===== src/rtl/m_uart_txarb_pkg.sv =====
// Shared types and constants for the UART transmit arbiter.
// The FSM encoding is exported so benches can observe the state.
package m_uart_txarb_pkg;

    typedef enum logic [1:0] {
        TXARB_IDLE = 2'd0,
        TXARB_CON  = 2'd1,
        TXARB_DUMP = 2'd2
    } txarb_state_e;

    localparam logic [7:0] ASCII_CR = 8'h0D;
    localparam logic [7:0] ASCII_LF = 8'h0A;

    // Index of the LF byte, the last byte of a dump message.
    localparam logic [3:0] DUMP_LAST_IDX = 4'd9;

endpackage


===== src/rtl/m_uart_txarb_if.sv =====
// Bus between the console/debug producers plus the serializer and the arbiter.
// master = producer/serializer side, slave = the arbiter.
interface m_uart_txarb_if;
    logic [7:0]  con_data;
    logic        con_we;
    logic        con_full;
    logic        dbg_req;
    logic [31:0] dbg_word;
    logic        dbg_busy;
    // tx handshake: a byte moves when tx_valid & tx_ready at posedge; once tx_valid
    // is high, tx_data holds and tx_valid stays high until that transfer (reset aside).
    logic [7:0]  tx_data;
    logic        tx_valid;
    logic        tx_ready;
    logic        ovf;
    logic        ovf_clr;

    modport master (
        output con_data, con_we, dbg_req, dbg_word, tx_ready, ovf_clr,
        input  con_full, dbg_busy, tx_data, tx_valid, ovf
    );

    modport slave (
        input  con_data, con_we, dbg_req, dbg_word, tx_ready, ovf_clr,
        output con_full, dbg_busy, tx_data, tx_valid, ovf
    );
endinterface


===== src/rtl/m_uart_txarb_fifo.sv =====
// Synchronous console FIFO with registered count; exposes head and the entry after it
// so the arbiter can present consecutive bytes without a bubble.
module m_uart_txarb_fifo #(
    parameter int DEPTH = 16,
    parameter int W     = 8
) (
    input  logic                     clk,
    input  logic                     rst,
    input  logic                     push,
    input  logic [W-1:0]             wdata,
    input  logic                     pop,
    output logic [W-1:0]             head,
    output logic [W-1:0]             next_head,
    output logic [$clog2(DEPTH):0]   count,
    output logic                     full,
    output logic                     empty
);
    localparam int AW = $clog2(DEPTH);

    logic [W-1:0]  mem [DEPTH];
    logic [AW-1:0] wptr;
    logic [AW-1:0] rptr;
    logic [AW-1:0] rptr_inc;

    assign rptr_inc  = rptr + AW'(1);
    assign head      = mem[rptr];
    assign next_head = mem[rptr_inc];
    assign full      = (count == (AW+1)'(DEPTH));
    assign empty     = (count == '0);

    always_ff @(posedge clk) begin
        if (push) mem[wptr] <= wdata;
    end

    // Pointers wrap naturally because DEPTH is a power of two.
    always_ff @(posedge clk or posedge rst) begin
        if (rst) begin
            wptr  <= '0;
            rptr  <= '0;
            count <= '0;
        end else begin
            if (push) wptr <= wptr + AW'(1);
            if (pop)  rptr <= rptr_inc;
            case ({push, pop})
                2'b10:   count <= count + (AW+1)'(1);
                2'b01:   count <= count - (AW+1)'(1);
                default: count <= count;
            endcase
        end
    end
endmodule


===== src/rtl/m_uart_txarb.sv =====
// Shares one UART transmitter between the buffered console stream and an atomic
// 10-byte hex dump (8 hex chars + CR + LF), alternating fairly under contention.
module m_uart_txarb
    import m_uart_txarb_pkg::*;
#(
    parameter int CON_DEPTH = 16,
    parameter int MAX_BURST = 8,
    parameter bit UPPER_HEX = 1'b1
) (
    input  logic          clk,
    input  logic          rst,
    m_uart_txarb_if.slave bus,
    output txarb_state_e  state_dbg
);
    localparam int AW = $clog2(CON_DEPTH);
    localparam int BW = $clog2(MAX_BURST + 1);
    localparam logic [BW-1:0] BURST_MAX = BW'(MAX_BURST);

    txarb_state_e  state, state_nx;
    logic [7:0]    tx_data, tx_data_nx;
    logic          tx_valid, tx_valid_nx;
    logic [BW-1:0] burst, burst_nx;
    logic          last_con, last_con_nx;
    logic [3:0]    idx, idx_nx;
    logic [31:0]   dump_word;
    logic          busy;
    logic          dump_done;
    logic          dump_pending;
    logic          ovf;
    logic          transfer;
    logic          fifo_push, fifo_pop, fifo_full, fifo_empty;
    logic [7:0]    fifo_head, fifo_next;
    logic [AW:0]   fifo_count;

    function automatic logic [7:0] hex_char(input logic [3:0] n);
        if (n < 4'd10) return 8'h30 + {4'h0, n};
        return (UPPER_HEX ? 8'h41 : 8'h61) + {4'h0, n} - 8'd10;
    endfunction

    // Byte i of the dump message: nibbles MSB first, then CR, then LF.
    function automatic logic [7:0] dump_byte(input logic [31:0] w, input logic [3:0] i);
        case (i)
            4'd8:    return ASCII_CR;
            4'd9:    return ASCII_LF;
            default: return hex_char(w[{~i[2:0], 2'b00} +: 4]);
        endcase
    endfunction

    assign transfer     = tx_valid & bus.tx_ready;
    assign fifo_push    = bus.con_we & ~fifo_full;
    assign dump_pending = busy & (state != TXARB_DUMP);

    m_uart_txarb_fifo #(.DEPTH(CON_DEPTH), .W(8)) u_fifo (
        .clk       (clk),
        .rst       (rst),
        .push      (fifo_push),
        .wdata     (bus.con_data),
        .pop       (fifo_pop),
        .head      (fifo_head),
        .next_head (fifo_next),
        .count     (fifo_count),
        .full      (fifo_full),
        .empty     (fifo_empty)
    );

    always_ff @(posedge clk or posedge rst) begin
        if (rst) begin
            state    <= TXARB_IDLE;
            tx_data  <= 8'h00;
            tx_valid <= 1'b0;
            burst    <= '0;
            last_con <= 1'b0;
            idx      <= 4'd0;
        end else begin
            state    <= state_nx;
            tx_data  <= tx_data_nx;
            tx_valid <= tx_valid_nx;
            burst    <= burst_nx;
            last_con <= last_con_nx;
            idx      <= idx_nx;
        end
    end

    // The displayed console byte stays in the FIFO until it is transferred, so the
    // FIFO count covers every byte not yet handed to the serializer.
    always_comb begin
        state_nx    = state;
        tx_data_nx  = tx_data;
        tx_valid_nx = tx_valid;
        burst_nx    = burst;
        last_con_nx = last_con;
        idx_nx      = idx;
        fifo_pop    = 1'b0;
        dump_done   = 1'b0;
        case (state)
            TXARB_IDLE: begin
                if (!fifo_empty && (!dump_pending || !last_con)) begin
                    state_nx    = TXARB_CON;
                    tx_data_nx  = fifo_head;
                    tx_valid_nx = 1'b1;
                    burst_nx    = BW'(1);
                end else if (dump_pending) begin
                    state_nx    = TXARB_DUMP;
                    idx_nx      = 4'd0;
                    tx_data_nx  = dump_byte(dump_word, 4'd0);
                    tx_valid_nx = 1'b1;
                end
            end
            TXARB_CON: begin
                if (transfer) begin
                    fifo_pop = 1'b1;
                    if (fifo_count > (AW+1)'(1) && !(burst == BURST_MAX && dump_pending)) begin
                        tx_data_nx = fifo_next;
                        if (burst < BURST_MAX) burst_nx = burst + BW'(1);
                    end else begin
                        state_nx    = TXARB_IDLE;
                        tx_valid_nx = 1'b0;
                        last_con_nx = 1'b1;
                        burst_nx    = '0;
                    end
                end
            end
            TXARB_DUMP: begin
                if (transfer) begin
                    if (idx == DUMP_LAST_IDX) begin
                        state_nx    = TXARB_IDLE;
                        tx_valid_nx = 1'b0;
                        last_con_nx = 1'b0;
                        dump_done   = 1'b1;
                    end else begin
                        idx_nx     = idx + 4'd1;
                        tx_data_nx = dump_byte(dump_word, idx + 4'd1);
                    end
                end
            end
            default: begin
                state_nx    = TXARB_IDLE;
                tx_valid_nx = 1'b0;
            end
        endcase
    end

    // Requests arriving while busy (including the LF cycle) are ignored.
    always_ff @(posedge clk or posedge rst) begin
        if (rst) begin
            busy      <= 1'b0;
            dump_word <= 32'h0;
        end else if (dump_done) begin
            busy <= 1'b0;
        end else if (bus.dbg_req && !busy) begin
            busy      <= 1'b1;
            dump_word <= bus.dbg_word;
        end
    end

    always_ff @(posedge clk or posedge rst) begin
        if (rst)                           ovf <= 1'b0;
        else if (bus.con_we && fifo_full)  ovf <= 1'b1;
        else if (bus.ovf_clr)              ovf <= 1'b0;
    end

    assign bus.con_full = fifo_full;
    assign bus.dbg_busy = busy;
    assign bus.tx_data  = tx_data;
    assign bus.tx_valid = tx_valid;
    assign bus.ovf      = ovf;
    assign state_dbg    = state;
endmodule

===== src/flat_wrapper.sv =====
// flat-port wrapper written by rule: the top's interface ports become plain ports
module m_uart_txarb_flat import m_uart_txarb_pkg::*;
#(
    parameter int CON_DEPTH = 16,
    parameter int MAX_BURST = 8,
    parameter bit UPPER_HEX = 1'b1
)
  (clk, rst, state_dbg, bus_con_data, bus_con_we, bus_dbg_req, bus_dbg_word, bus_tx_ready, bus_ovf_clr, bus_con_full, bus_dbg_busy, bus_tx_data, bus_tx_valid, bus_ovf);
  m_uart_txarb_if bus_i ();
  input  logic clk;
  input  logic rst;
  output txarb_state_e state_dbg;
  input wire logic [$bits(bus_i.con_data)-1:0] bus_con_data;
  input wire logic [$bits(bus_i.con_we)-1:0] bus_con_we;
  input wire logic [$bits(bus_i.dbg_req)-1:0] bus_dbg_req;
  input wire logic [$bits(bus_i.dbg_word)-1:0] bus_dbg_word;
  input wire logic [$bits(bus_i.tx_ready)-1:0] bus_tx_ready;
  input wire logic [$bits(bus_i.ovf_clr)-1:0] bus_ovf_clr;
  output wire logic [$bits(bus_i.con_full)-1:0] bus_con_full;
  output wire logic [$bits(bus_i.dbg_busy)-1:0] bus_dbg_busy;
  output wire logic [$bits(bus_i.tx_data)-1:0] bus_tx_data;
  output wire logic [$bits(bus_i.tx_valid)-1:0] bus_tx_valid;
  output wire logic [$bits(bus_i.ovf)-1:0] bus_ovf;
  assign bus_i.con_data = bus_con_data;
  assign bus_i.con_we = bus_con_we;
  assign bus_i.dbg_req = bus_dbg_req;
  assign bus_i.dbg_word = bus_dbg_word;
  assign bus_i.tx_ready = bus_tx_ready;
  assign bus_i.ovf_clr = bus_ovf_clr;
  assign bus_con_full = bus_i.con_full;
  assign bus_dbg_busy = bus_i.dbg_busy;
  assign bus_tx_data = bus_i.tx_data;
  assign bus_tx_valid = bus_i.tx_valid;
  assign bus_ovf = bus_i.ovf;
  m_uart_txarb #(.CON_DEPTH(CON_DEPTH), .MAX_BURST(MAX_BURST), .UPPER_HEX(UPPER_HEX)) u_core (.clk(clk), .rst(rst), .bus(bus_i), .state_dbg(state_dbg));
endmodule

===== config.mk =====
export PLATFORM = sky130hd
export DESIGN_NAME = m_uart_txarb_flat
export DESIGN_NICKNAME = d
export VERILOG_FILES = /design/src/rtl/m_uart_txarb_pkg.sv /design/src/rtl/m_uart_txarb_if.sv /design/src/rtl/m_uart_txarb_fifo.sv /design/src/rtl/m_uart_txarb.sv /design/src/flat_wrapper.sv
export SDC_FILE = /design/constraint.sdc
export NUM_CORES = 1
export LEC_CHECK = 0
export CORE_MARGIN = 1
export CORE_UTILIZATION = 60
export DETAILED_ROUTE_END_ITERATION = 7
export DONT_BUFFER_PORTS = 1
export GPL_TIMING_DRIVEN = 0
export PLACE_DENSITY_LB_ADDON = 0.15
export SKIP_LAST_GASP = 1
export SYNTH_ARGS = -nofsm -noshare
export SYNTH_HDL_FRONTEND = slang
export SYNTH_SLANG_ARGS = --single-unit

===== constraint.sdc =====
create_clock -name clk -period 3.35 [get_ports clk]
set_input_delay 0.1675 -clock clk [delete_from_list [all_inputs] [get_ports clk]]
set_output_delay 0.1675 -clock clk [all_outputs]
set_load 0.02 [all_outputs]

== Word-level counts from Yosys, hierarchy flattened ==
Memory sizes are Yosys's and may differ from the RTL's.
Cells that the tools add are included.
Storage, ports and cells
  register bits: 67
  bits of input ports: 46
  word-level logic and storage cells: 144
  output and inout bits: 14
  memories kept: 1
  bits in writable memories: 128
Memories
  u_core.u_fifo.mem: words 16, bits a word 8, read ports 2, clocked after memory_dff 0, write ports 1, line m_uart_txarb_fifo.sv:20  | logic [W-1:0] mem [DEPTH];
Operators by class
  order comparisons: 4
  multiplexer cells: 60
  shifts and indexed selects: 1
  $add $sub $neg: 12
  bitwise operators: 6
  equality and inequality tests: 21
  reduce and logical (&&, ||, !) cells: 27
Operators by type and width (number)
  2-to-1 mux 8 bit: 10
  2-to-1 mux 4 bit: 8
  indexed part select 32 x 6 -> 4 bit: 1
  2-to-1 mux 1 bit: 28
  case mux 8 bit (3 select lines): 1
  adder 4 x 1 -> 4 bit (second input constant): 4
  adder 7 x 4 -> 8 bit (first input constant): 2
  == test 4 bit (second input constant): 4
  case mux 4 bit (2 select lines): 2
  case mux 8 bit (2 select lines): 1
  subtractor 8 x 4 -> 8 bit (second input constant): 2
  AND reduction 5 bit: 3
  adder 6 x 4 -> 7 bit (first input constant): 2
  less-than comparator 4 bit (second input constant): 3
  2-to-1 mux 2 bit: 6
  != test 2 x 1 -> 1 bit (second input constant): 6
  nonzero test 2 bit: 6
  case mux 5 bit (2 select lines): 1
  != test 2 bit (second input constant): 4
  case mux 2 bit (3 select lines): 1
  AND reduction 6 bit: 1
  adder 5 x 1 -> 5 bit (second input constant): 1
  == test 5 bit (second input constant): 1
  > comparator 5 x 1 -> 1 bit (second input constant): 1
  other kinds (19): 32

== Logic depth before layout (Yosys ltp) ==
Gate-level depths: netlist (run 1).
  depth in word-level cells: 14
  depth in mapped cells: 11
  mapped depth without buffers: 10

== Modules after synthesis ==
A second synthesis (run 1) with hierarchy kept.
Unflattened totals
  cell total of the unflattened synthesis: 738
  area total of the unflattened synthesis: 10173.5 um2
Modules (own cells, without submodules)
  m_uart_txarb_fifo: cells an instance 442, area an instance 6947.9 um2, instances 1, seq. area each 4169.0 um2
  m_uart_txarb: cells an instance 296, area an instance 3225.6 um2, instances 1, seq. area each 1351.3 um2

== Worst setup path after synthesis (run 1) ==
No wires, ideal clock.
  kind: register -> register
  start: reg u_core.idx[0]
  end: reg u_core.tx_data[1] (netlist: u_core.bus.tx_data[1])
  buffers on the path: 2
  library setup time: 0.084 ns
  clock period less this slack: 2.710 ns
  stages on the path, launching flop included: 10
  path slack: 0.640 ns
  data required time: 3.266 ns
  data arrival time: 2.626 ns
  path through: dfrtp_1 buf_6 buf_12 inv_1 ha_1 inv_1 mux4_2 ha_1 a2111o_1 a41oi_2
Between the ends
  longest elaborated chain between the ends: 14
  elaborated cells on any way between the ends: 23
  those cells by class: add/sub (4); order compare (1); eq/ne (4); shift (1); mux (11); bitwise (1); reduce/logical (1)
Ends and longest elaborated chain
  start, declared: line m_uart_txarb.sv:24  | logic [3:0] idx, idx_nx;
  start signal, assigned: line m_uart_txarb.sv:80  | idx <= idx_nx;
  branches (longest 14 deep; another with adder 7 x 4 -> 8 bit)
  end signal, assigned: line m_uart_txarb.sv:76  | tx_data <= tx_data_nx;
  end, declared: line m_uart_txarb.sv:20  | logic [7:0] tx_data, tx_data_nx;
Parallel ways; which one is timed is not known. The select of a mux whose other input is x is not followed.
A chain may end at the register's enable or synchronous reset.

== Worst setup path in the final report (run 1) ==
  start: reg u_core.idx[0]
  end: reg u_core.tx_data[2] (netlist: u_core.bus.tx_data[2])
Same word-level chain as after synthesis.

==> results of run 1 <==
==> power groups by stage <==
stage	registers (mW)	clock network, mW	logic (mW)
2_1_floorplan	3.24	0	2.98
3_3_place_gp	3.31	0	3.71
3_5_place_dp	3.34	0	3.83
4_1_cts	3.29	1.93	3.91
6_report	3.30	1.92	3.93
5_1_grt	3.33	2.02	4.24
==> layer usage <==
metal	GRT usage, %	wire, um	share of wire, %	vias to the layer above
li1	-	-	-	2652
met1	35.1	8420	36	3068
met2	51.5	12100	52	302
met3	6.48	1760	7.6	64
met4	13.7	864	3.7	0
met5	0	0	0	-
==> critical path, delay by kind of cell (launching register included) <==
kind / cells / cell delay [ps]
AO/OA/AOI/OAI: 2 / 530
adder cells (fa/ha/maj): 2 / 690
buffers and inverters: 4 / 640
flip-flops: 1 / 400
multiplexers: 1 / 610
AND/OR/NAND/NOR: 2 / 130
==> final cells by class <==
type / instances / area share [%]
plain buffers: 35 / 1.71
clock buffers: 20 / 3.93
clock inverters: 10 / 0.924
inverters: 24 / 0.834
multi-input cells: 389 / 36.0
flip-flops and latches: 195 / 49.7
well taps: 216 / 2.44
repair buffers: 48 / 4.37
==> flip-flops by register name, indices dropped and copies added (netlist names) <==
register / cells
u_core.burst: 4
u_core.dump_word: 32
u_core.idx: 4
u_core.u_fifo.wptr: 4
u_core.u_fifo.count: 5
u_core.bus.ovf: 1
u_core.bus.tx_valid: 1
u_core.u_fifo.rptr: 4
u_core.u_fifo.mem: 128
u_core.bus.dbg_busy: 1
u_core.bus.tx_data: 8
u_core.last_con: 1
u_core.state_dbg: 2
==> metrics by stage <==
stage | util (%) | area, um2 | TNS [ps] | instances
after floorplan | - | 9770 | 0 | 643
after global placement | 63.2 | 10000 | -19690 | 859
after detailed placement | 63.7 | 10100 | 0 | 863
after CTS | 69.8 | 11100 | 0 | 937
after global routing | 69.9 | 11100 | -88.2 | 937
final | 69.9 | 11100 | 0 | 937
==> final timing paths <==
path / endpoint / slack (ps)
max: u_core.bus.tx_data[2]$_DFFE_PP0P_ / 220
min: u_core.bus.dbg_busy$_DFFE_PP0P_ / 130
max reg2reg: u_core.bus.tx_data[2]$_DFFE_PP0P_ / 220
min reg2reg: u_core.dump_word[8]$_DFFE_PP0P_ / 500
max in group asynchronous: u_core.dump_word[29]$_DFFE_PP0P_ / 2390
min in group asynchronous: u_core.u_fifo.count[1]$_DFFE_PP0P_ / 400
==> cell families after synthesis <==
family                     Yosys count  share of synthesized area [%]
adders and majority gates           20                           2.56
muxes                              131                           23.9
AOI/OAI and AO/OA                   85                           5.87
DFF                                195                           56.5
buffers and inverters               59                           2.87
xor gates and xnor gates            18                           1.69
and+or+nand+nor                    135                           6.65
==> layout by cell type, fill, tap and decap left out, types with 3 or more instances in the layout <==
master                          count
sky130_fd_sc_hd__clkbuf_16         17
sky130_fd_sc_hd__buf_1              4
sky130_fd_sc_hd__a21oi_1           22
sky130_fd_sc_hd__and2_1             8
sky130_fd_sc_hd__inv_1             23
sky130_fd_sc_hd__mux4_1             3
sky130_fd_sc_hd__dlygate4sd3_1     44
sky130_fd_sc_hd__a31oi_1            7
sky130_fd_sc_hd__xor2_1             6
sky130_fd_sc_hd__mux4_2            74
sky130_fd_sc_hd__mux2i_1           17
sky130_fd_sc_hd__a22oi_1            3
sky130_fd_sc_hd__nand4_1            4
sky130_fd_sc_hd__buf_2             19
sky130_fd_sc_hd__nor4_2             4
sky130_fd_sc_hd__nor3b_1            3
sky130_fd_sc_hd__nor2b_1            4
sky130_fd_sc_hd__a41oi_1            3
sky130_fd_sc_hd__ha_1              20
sky130_fd_sc_hd__mux2_2            37
sky130_fd_sc_hd__buf_6              6
sky130_fd_sc_hd__nand2_1           45
sky130_fd_sc_hd__dfrtp_1           67
sky130_fd_sc_hd__inv_6              3
sky130_fd_sc_hd__and2_2             4
sky130_fd_sc_hd__edfxtp_1         128
sky130_fd_sc_hd__o31a_1             3
sky130_fd_sc_hd__nand3_1           10
sky130_fd_sc_hd__clkinvlp_4         3
sky130_fd_sc_hd__nor2_1            33
sky130_fd_sc_hd__clkbuf_1          11
sky130_fd_sc_hd__nand3b_1           3
sky130_fd_sc_hd__o21ai_0           18
sky130_fd_sc_hd__xnor2_1           11
sky130_fd_sc_hd__o31ai_1            3
sky130_fd_sc_hd__nor3_1             7
==> cell usage after synthesis, drive strengths merged, types with 2 or more instances <==
cell type and n:
a22oi 3, or2 3, inv 24, xnor2 11
buf 27, nand3 10, nor3 7, a211oi 2
mux2 37, nand4 4, o32a 2, o22ai 2
a311oi 2, o21bai 2, clkbuf 8, mux2i 17
dfrtp 67, nor2 33, a31oi 7, mux4 77
nor3b 3, ha 20, xor2 7, o21ai 19
o31ai 3, nand2 45, nor2b 4, nand3b 3
edfxtp 128, nor4 4, o31a 3, a21oi 22
a41oi 4, and2 13, a22o 2
==> timing repair <==
action                                  in CTS  in global routing
hold endpoints to repair                   229                  0
endpoints found under the setup margin       0                 33
hold buffers                                44                  0
resized for setup                            0                  5
==> run summary, run 1 <==
The vertical die dimension was 130 um; the maximum buffer depth of the clock tree was 2. For the worst setup path, the data required time is 3640 ps. Static timing analysis puts the maximum clock frequency at 319 MHz.

The worst hold path passes through 3 cells. The run gives 29.5% as the overall fraction of global-route tracks in use. The library cell contributing the largest single delay on the critical path was sky130_fd_sc_hd__mux4_2.

The first global-routing pass estimated 35,300 um of wire. Worst-skew pair later-pin latency: 440 ps. The total power of the final layout is 9.14 mW. For the final hold slack, the log shows 134 ps. The portion of the post-synthesis area used by sequential elements is 56.5%, and the worst supply voltage drop on vdd is 479 uV. The tools report the critical register-to-register path startpoint as u_core.idx[0]$_DFFE_PP0P_. Number of pins with negative max-slew slack in the final report: 0. The count of different cell masters after synthesis came out at 62. Internal power comes to 5.84 mW.

Summed over all nets, the half-perimeter wirelength after detailed placement is 15,800 um. In this run the tightest slew margin relative to its limit is 17.5%. The repair_antennas step left the layout with diodes totalling 0. The final critical-path required period came out at 3130 ps.

For the area enclosed by the die boundary, the log shows 0.0168 mm2. For the via count of the first global-routing pass, the log shows 6,236. The tools report the net load switching power as 3.30 mW.

In this run, flip-flops and latches consume 36.0% of the power. The final number of hold-violating endpoints is 0, and the first-pass iteration count of the detailed router is 7. The run finished with clean final reports.

Root buffer selected by CTS: sky130_fd_sc_hd__clkbuf_16. The tools report the combinational share of power as 43.0%. CTS saw 195 sinks. The synthesized instance count was 643. The H-tree generated during clock tree synthesis spans 4 levels.

Once detail routing completed, the nets flagged for antenna violations numbered 0. Counting every net in the synthesized netlist gives 709. Summed over all layers, the routed wires come to 23,200 um. For the worst flop-to-flop path, the logic depth is 11. TritonCTS created 17 clock buffers.

The average vias per placed instance came out at 6.50. TritonCTS built the clock tree. The count of synthesis-stage warnings from yosys was 0; the row count was 46. Setup violations remaining at the end of the flow were counted as 0. Fraction of power consumed by the clock network: 21.0%. The signal on the critical path passes through buf_6 -> buf_12 -> inv_1 -> ha_1 -> inv_1 -> mux4_2 -> ha_1 -> nand2_1 -> nor3b_1 -> o31ai_1 -> a41oi_1. Counting the fill cells in the layout gives 1,048. The initial antenna violation count is 0. The final critical path takes up 93.5% of the cycle. Relative to the synthesized area, the layout overhead comes to 13.6%. Critical-path maximum fanout: 10. After synthesis, the cell types taking the most area are sky130_fd_sc_hd__edfxtp_1 39%, sky130_fd_sc_hd__dfrtp_1 17%, sky130_fd_sc_hd__mux4_2 17%. For this run the aggregate overflow at the end of global routing stands at 0. Entering global routing, the biggest net connects 68 pins. The number of vias in the routed layout came out at 6,086. The tools report the remaining design rule violation count as 0.

Once the floorplan was initialized, standard cells occupied 61.5% of the core. The sequential cells in the finished layout cover a total of 0.00552 mm2. The core region is 0.0159 mm2. Placement-stage worst setup slack: 211 ps.

The run gives 217 ps as the final worst setup slack. Cells with a size suffix above 1 make up 25.0% of the layout. The combined area of the multi-input logic cells is 0.00400 mm2, and the count of input and output buffers is 0. After synthesis the cells add up to 0.00977 mm2. At the worst endpoint, the arrival time is 3430 ps.

For the final database, setup skew stands at 7.06 ps. The leakage power figure was 3.94 nW; the routed wirelength normalized by instance count was 24.7 um. The kind of critical path was reg -> reg. The delay contributed by the slowest stage of the critical path came out at 610 ps. The startpoint of the tightest hold check path is bus_tx_ready.

For this run, the post-layout net count is 776. The launching element type of the critical path is a flip-flop. At the pin with the least slew margin, the transition time is 1230 ps. The count of boundary I/O pins was 60.

The worst setup path is captured at a flip-flop. Tracing the worst setup path back leads to its startpoint at u_core.idx[0]$_DFFE_PP0P_. sky130_fd_sc_hd__edfxtp_1 takes more of the synthesized area than any other cell.

The run gives 0 as the count of buffers added by post-CTS timing repair for setup. The tightest min-delay check is of the in -> reg type. The tool flagged a number of max-cap violations equal to 0.

After clock tree synthesis, the clock-pin slew on the worst setup and hold paths is 70 ps. The weighted congestion reported at the end of routability-driven placement was 0.880; the fraction of post-synthesis cell area in the top cell type by area was 39.3%. Yosys mapped a number of flops with a built-in enable equal to 128.

The post-synthesis async set-or-reset flop share is 34.4%, and the overall die width is 130 um. After synthesis, the mean cell area works out to 15.2 um2. Among all flip-flop cells after synthesis, the most frequent one is sky130_fd_sc_hd__edfxtp_1. For this block, the initial DRC count from the detailed router was 801. Dividing total power by cell area gives a power density of 824 mW/mm2. The fraction of power spent switching nets is 36.1%, and the register bit total from synthesis is 195.
(Power assumes the default switching activity.)
==> inputs of run 2 (changes only) <==
--- a/config.mk
+++ b/config.mk
@@ -5,6 +5,7 @@
 export SDC_FILE = /design/constraint.sdc
 export NUM_CORES = 1
 export LEC_CHECK = 0
+export ABC_AREA = 1
 export CORE_MARGIN = 1
 export CORE_UTILIZATION = 60
 export DETAILED_ROUTE_END_ITERATION = 7
==> run 2 against run 1 <==
- count of clock-buffer cells in the layout down 2
- final cell count up 58%
- cell area up 5.4%
- global-route usage up 6.8 points
- clock skew up 1.4 ps
- clock power up 9%
- critical path depth up 5
- synthesized area up 6.2%
- fmax up 12%
- largest cell class unchanged
- highest routed layer unchanged
==> run summary, run 2 <==
The count of flip-flops with a built-in enable after synthesis is 128, and the count of buffers added by post-CTS timing repair for setup is 0. Entering global routing, the biggest net connects 68 pins. Yosys printed 0 warnings. Setup repair after global routing left no endpoint under its margin. The final number of hold-violating endpoints came out at 0. Root buffer selected by CTS: sky130_fd_sc_hd__clkbuf_16. Count of boundary I/O pins: 60. Summing all multi-input logic gate instances after layout gives 0.00396 mm2. Port buffering added 0 buffers. The normalized max-slew margin is 5.65%, and the cell depth of the worst hold path is 2.

For this block, the initial DRC count from the detailed router was 1,127. The worst setup path is of the reg -> reg kind. For the aggregate routed wire length, the log shows 31,500 um. The count of nets left with antenna violations once routing finished came out at 0.

In the final design database the tool counted 1,318 nets. The first-pass iteration count of the detailed router was 6; the number of pins with negative max-slew slack in the final report was 0. The logs give 0 for the remaining global-route overflow and 3130 ps for the signal arrival time at the worst endpoint.

Timing analysis after detailed placement gives a worst setup slack of 578 ps. The weighted congestion reported at the end of routability-driven placement was 0.940; the total nets after synthesis was 1,254. The worst register-to-register path begins at u_core.idx[0]$_DFFE_PP0P_.

In the routed design, unresolved DRC markers number 0. The detailed placer's ending HPWL is 20,500 um, and the area enclosed by the die boundary is 0.0178 mm2. The share of synthesized area in the top cell type comes to 37.0%. The finished cells cover 0.0117 mm2. Layer with the highest usage after global routing: met2. The critical-path maximum fanout works out to 10. In the routed layout, each cell is associated on average with a via count of 6.16.

Based on the critical path, the design can be clocked at up to 357 MHz. The tools report the critical path capture point as u_core.bus.tx_data[4]$_DFFE_PP0P_. The tools report the number of max-cap violations as 0. The tools report the setup TNS after final layout as 0 ps. The register bit total from synthesis is 195, and the via count of the first global-routing pass is 8,834. Launching element type of the critical path: a flip-flop. Fill cells in the final layout number 1,332. The final worst setup slack was 548 ps.

For the final count of negative-setup-slack endpoints, the log shows 0. Tracing the worst setup path back leads to its startpoint at u_core.idx[0]$_DFFE_PP0P_. The run gives 57.2% as the met2 track utilization from global routing. After clock tree synthesis, the clock-pin slew on the worst setup and hold paths is 70 ps. In this run the cell area of the synthesized design comes to 0.0104 mm2. Relative to the synthesized area, the layout overhead comes to 12.7%. By area the synthesized netlist is led by sky130_fd_sc_hd__edfxtp_1 37%, sky130_fd_sc_hd__dfrtp_1 16%, sky130_fd_sc_hd__nand2_1 8.5%. TritonCTS built the clock tree. In this run the static leakage power is 5.02 nW. The kind of capture point of the worst setup path is a flip-flop. The portion of the post-synthesis area used by sequential elements was 53.2%. The power density over the cells is 957 mW/mm2. The average cell area after synthesis is 8.73 um2, and the post-detailed-placement cell area is 0.0107 mm2. The logs give 550 ps for the internal reg-to-reg setup slack and 0 for the total inserted antenna cells. For the worst-skew pair, the clock arrives at the later sink with an insertion delay of 450 ps. The routed layout has 9,152 vias. Summing all flip-flop and latch instances after layout gives 0.00552 mm2. Global routing consumed, over all layers together, 36.4% of the routing resources.

The floorplan step set the die width to 134 um. The synthesized netlist contains 35 unique library cells. The run gives 2 as the maximum buffer depth of the clock tree. For the final database, setup skew stands at 8.49 ps.

More flip-flops sit in one register than any other, and that register is u_core.u_fifo.mem. Number of cells on the worst reg-to-reg path: 16. Data on the critical path is required at its endpoint by 3680 ps.

In this run the critical register-to-register path is captured at u_core.bus.tx_data[4]$_DFFE_PP0P_. At the pin with the least slew margin, the transition time is 1410 ps. The flow ran to the end, and the final reports show no timing, DRC or antenna violations. The met1 usage is 48.8%, and the worst supply voltage drop on vdd is 516 uV. The tools report the initial standard-cell utilization of the core as 61.9%. In this run, post-CTS repair resized a total of 0 instances. The largest registers in the layout are u_core.u_fifo.mem x128, u_core.dump_word x32, u_core.bus.tx_data x8.

The wire length of the first global-routing pass came out at 48,000 um. For met3 alone, demand over resource in global routing was 7.76%. The post-synthesis async set-or-reset flop share was 34.4%; the final hold slack was 80.0 ps. The routed wirelength normalized by instance count is 21.2 um, and the core area is 0.0168 mm2. The worst hold path belongs to the class in -> reg.

In this run the number of H-tree levels came out at 4. The tools report the final core area utilization as 69.8%. Leaving out fill and tap cells, the most frequent cell in the layout is sky130_fd_sc_hd__nand2_1. In the layout the commonest cells are 234 x sky130_fd_sc_hd__nand2_1, 145 x sky130_fd_sc_hd__inv_1, 145 x sky130_fd_sc_hd__nand3_1.

The vertical die dimension was 134 um. The part of the cycle the worst path needs was 83.6%. The commonest cells after synthesis are 234 x sky130_fd_sc_hd__nand2_1, 146 x sky130_fd_sc_hd__inv_1, 145 x sky130_fd_sc_hd__nand3_1, 128 x sky130_fd_sc_hd__edfxtp_1, 97 x sky130_fd_sc_hd__o21ai_0. In the post-synthesis netlist, the cell with the most instances is sky130_fd_sc_hd__nand2_1. Clock tree synthesis inserted a total of 17 buffers. The worst hold path begins at bus_dbg_req. The clock net in this run drives a total of 195 sinks.

Most used flip-flop cell after synthesis: sky130_fd_sc_hd__edfxtp_1. The flip-flop count of the largest register, all copies and words added was 128; the initial antenna violation count was 0. The cell taking the most area after synthesis is sky130_fd_sc_hd__edfxtp_1. Counting I/O delays and the setup requirement, the final critical path takes 2800 ps. The row count came out at 47. Cells with a size suffix above 1 make up 8.46% of the layout. Synthesis produced a netlist whose cell count is 1,188.
## run 2: worst min-delay path by stage
stage                                    endpoint  slack (ps)
2_1_floorplan   u_core.u_fifo.mem[0][0]$_DFFE_PP_         270
6_report         u_core.dump_word[27]$_DFFE_PP0P_          80
3_5_place_dp    u_core.u_fifo.wptr[0]$_DFFE_PP0P_         270
5_1_grt          u_core.dump_word[19]$_DFFE_PP0P_         120
3_3_place_gp   u_core.u_fifo.mem[13][6]$_DFFE_PP_         270
4_1_cts          u_core.dump_word[27]$_DFFE_PP0P_          80
## run 2: critical path: stages (launching register included)
cell,delay [ps]
sky130_fd_sc_hd__dfrtp_1,520
sky130_fd_sc_hd__inv_2,90
sky130_fd_sc_hd__buf_2,210
sky130_fd_sc_hd__ha_1,290
sky130_fd_sc_hd__buf_2,210
sky130_fd_sc_hd__inv_2,150
sky130_fd_sc_hd__nor2_1,120
sky130_fd_sc_hd__o21ai_0,100
sky130_fd_sc_hd__nand3_1,100
sky130_fd_sc_hd__nand2_1,110
sky130_fd_sc_hd__ha_1,230
sky130_fd_sc_hd__nand2_1,70
sky130_fd_sc_hd__nand3_1,110
sky130_fd_sc_hd__nand2_1,90
sky130_fd_sc_hd__nand2_1,50
sky130_fd_sc_hd__nor2_1,140
sky130_fd_sc_hd__nor2_1,70
## run 2: metal layers
layer,wire [um],vias to the layer above
li1,-,4128
met2,14800,576
met5,0,-
met1,12400,4346
met4,1090,0
met3,3160,102
## run 2: through the flow
step                power [mW]  std cells
floorplan                 7.10       1188
global placement          8.69       1408
detailed placement        8.78       1408
CTS                       11.0       1485
global route              11.8       1485
finish                    11.2       1485
## run 2: area by class of cell
class	instances	area share [%]
multi-input combinational	778	33.9
timing repair buffer	45	3.85
clock inverter	14	1.38
inverter	156	5.03
sequential	195	47.2
buffer	59	2.63
tap	220	2.35
clock buffer	18	3.67
## run 2: kinds of logic after synthesis
| group | Yosys count | synth area share (%) |
|---|---|---|
| simple gates | 484 | 19.6 |
| compound gates | 248 | 13.3 |
| buf+inv | 215 | 8.61 |
| flops | 195 | 53.2 |
| fa+ha+maj | 20 | 2.41 |
| xor+xnor | 13 | 1.42 |
| mux | 13 | 1.41 |
## run 2: power breakdown
group	switching, mW	leakage (nW)	internal [mW]
Sequential	0.313	1.94	2.96
Clock	0.925	0.277	1.17
Combinational	4.06	2.80	1.77
## run 2: repair_timing
action / CTS / global route
endpoints found under the setup margin: 0 / 0
endpoints found under the hold margin: 230 / 0
hold buffers: 45 / 0
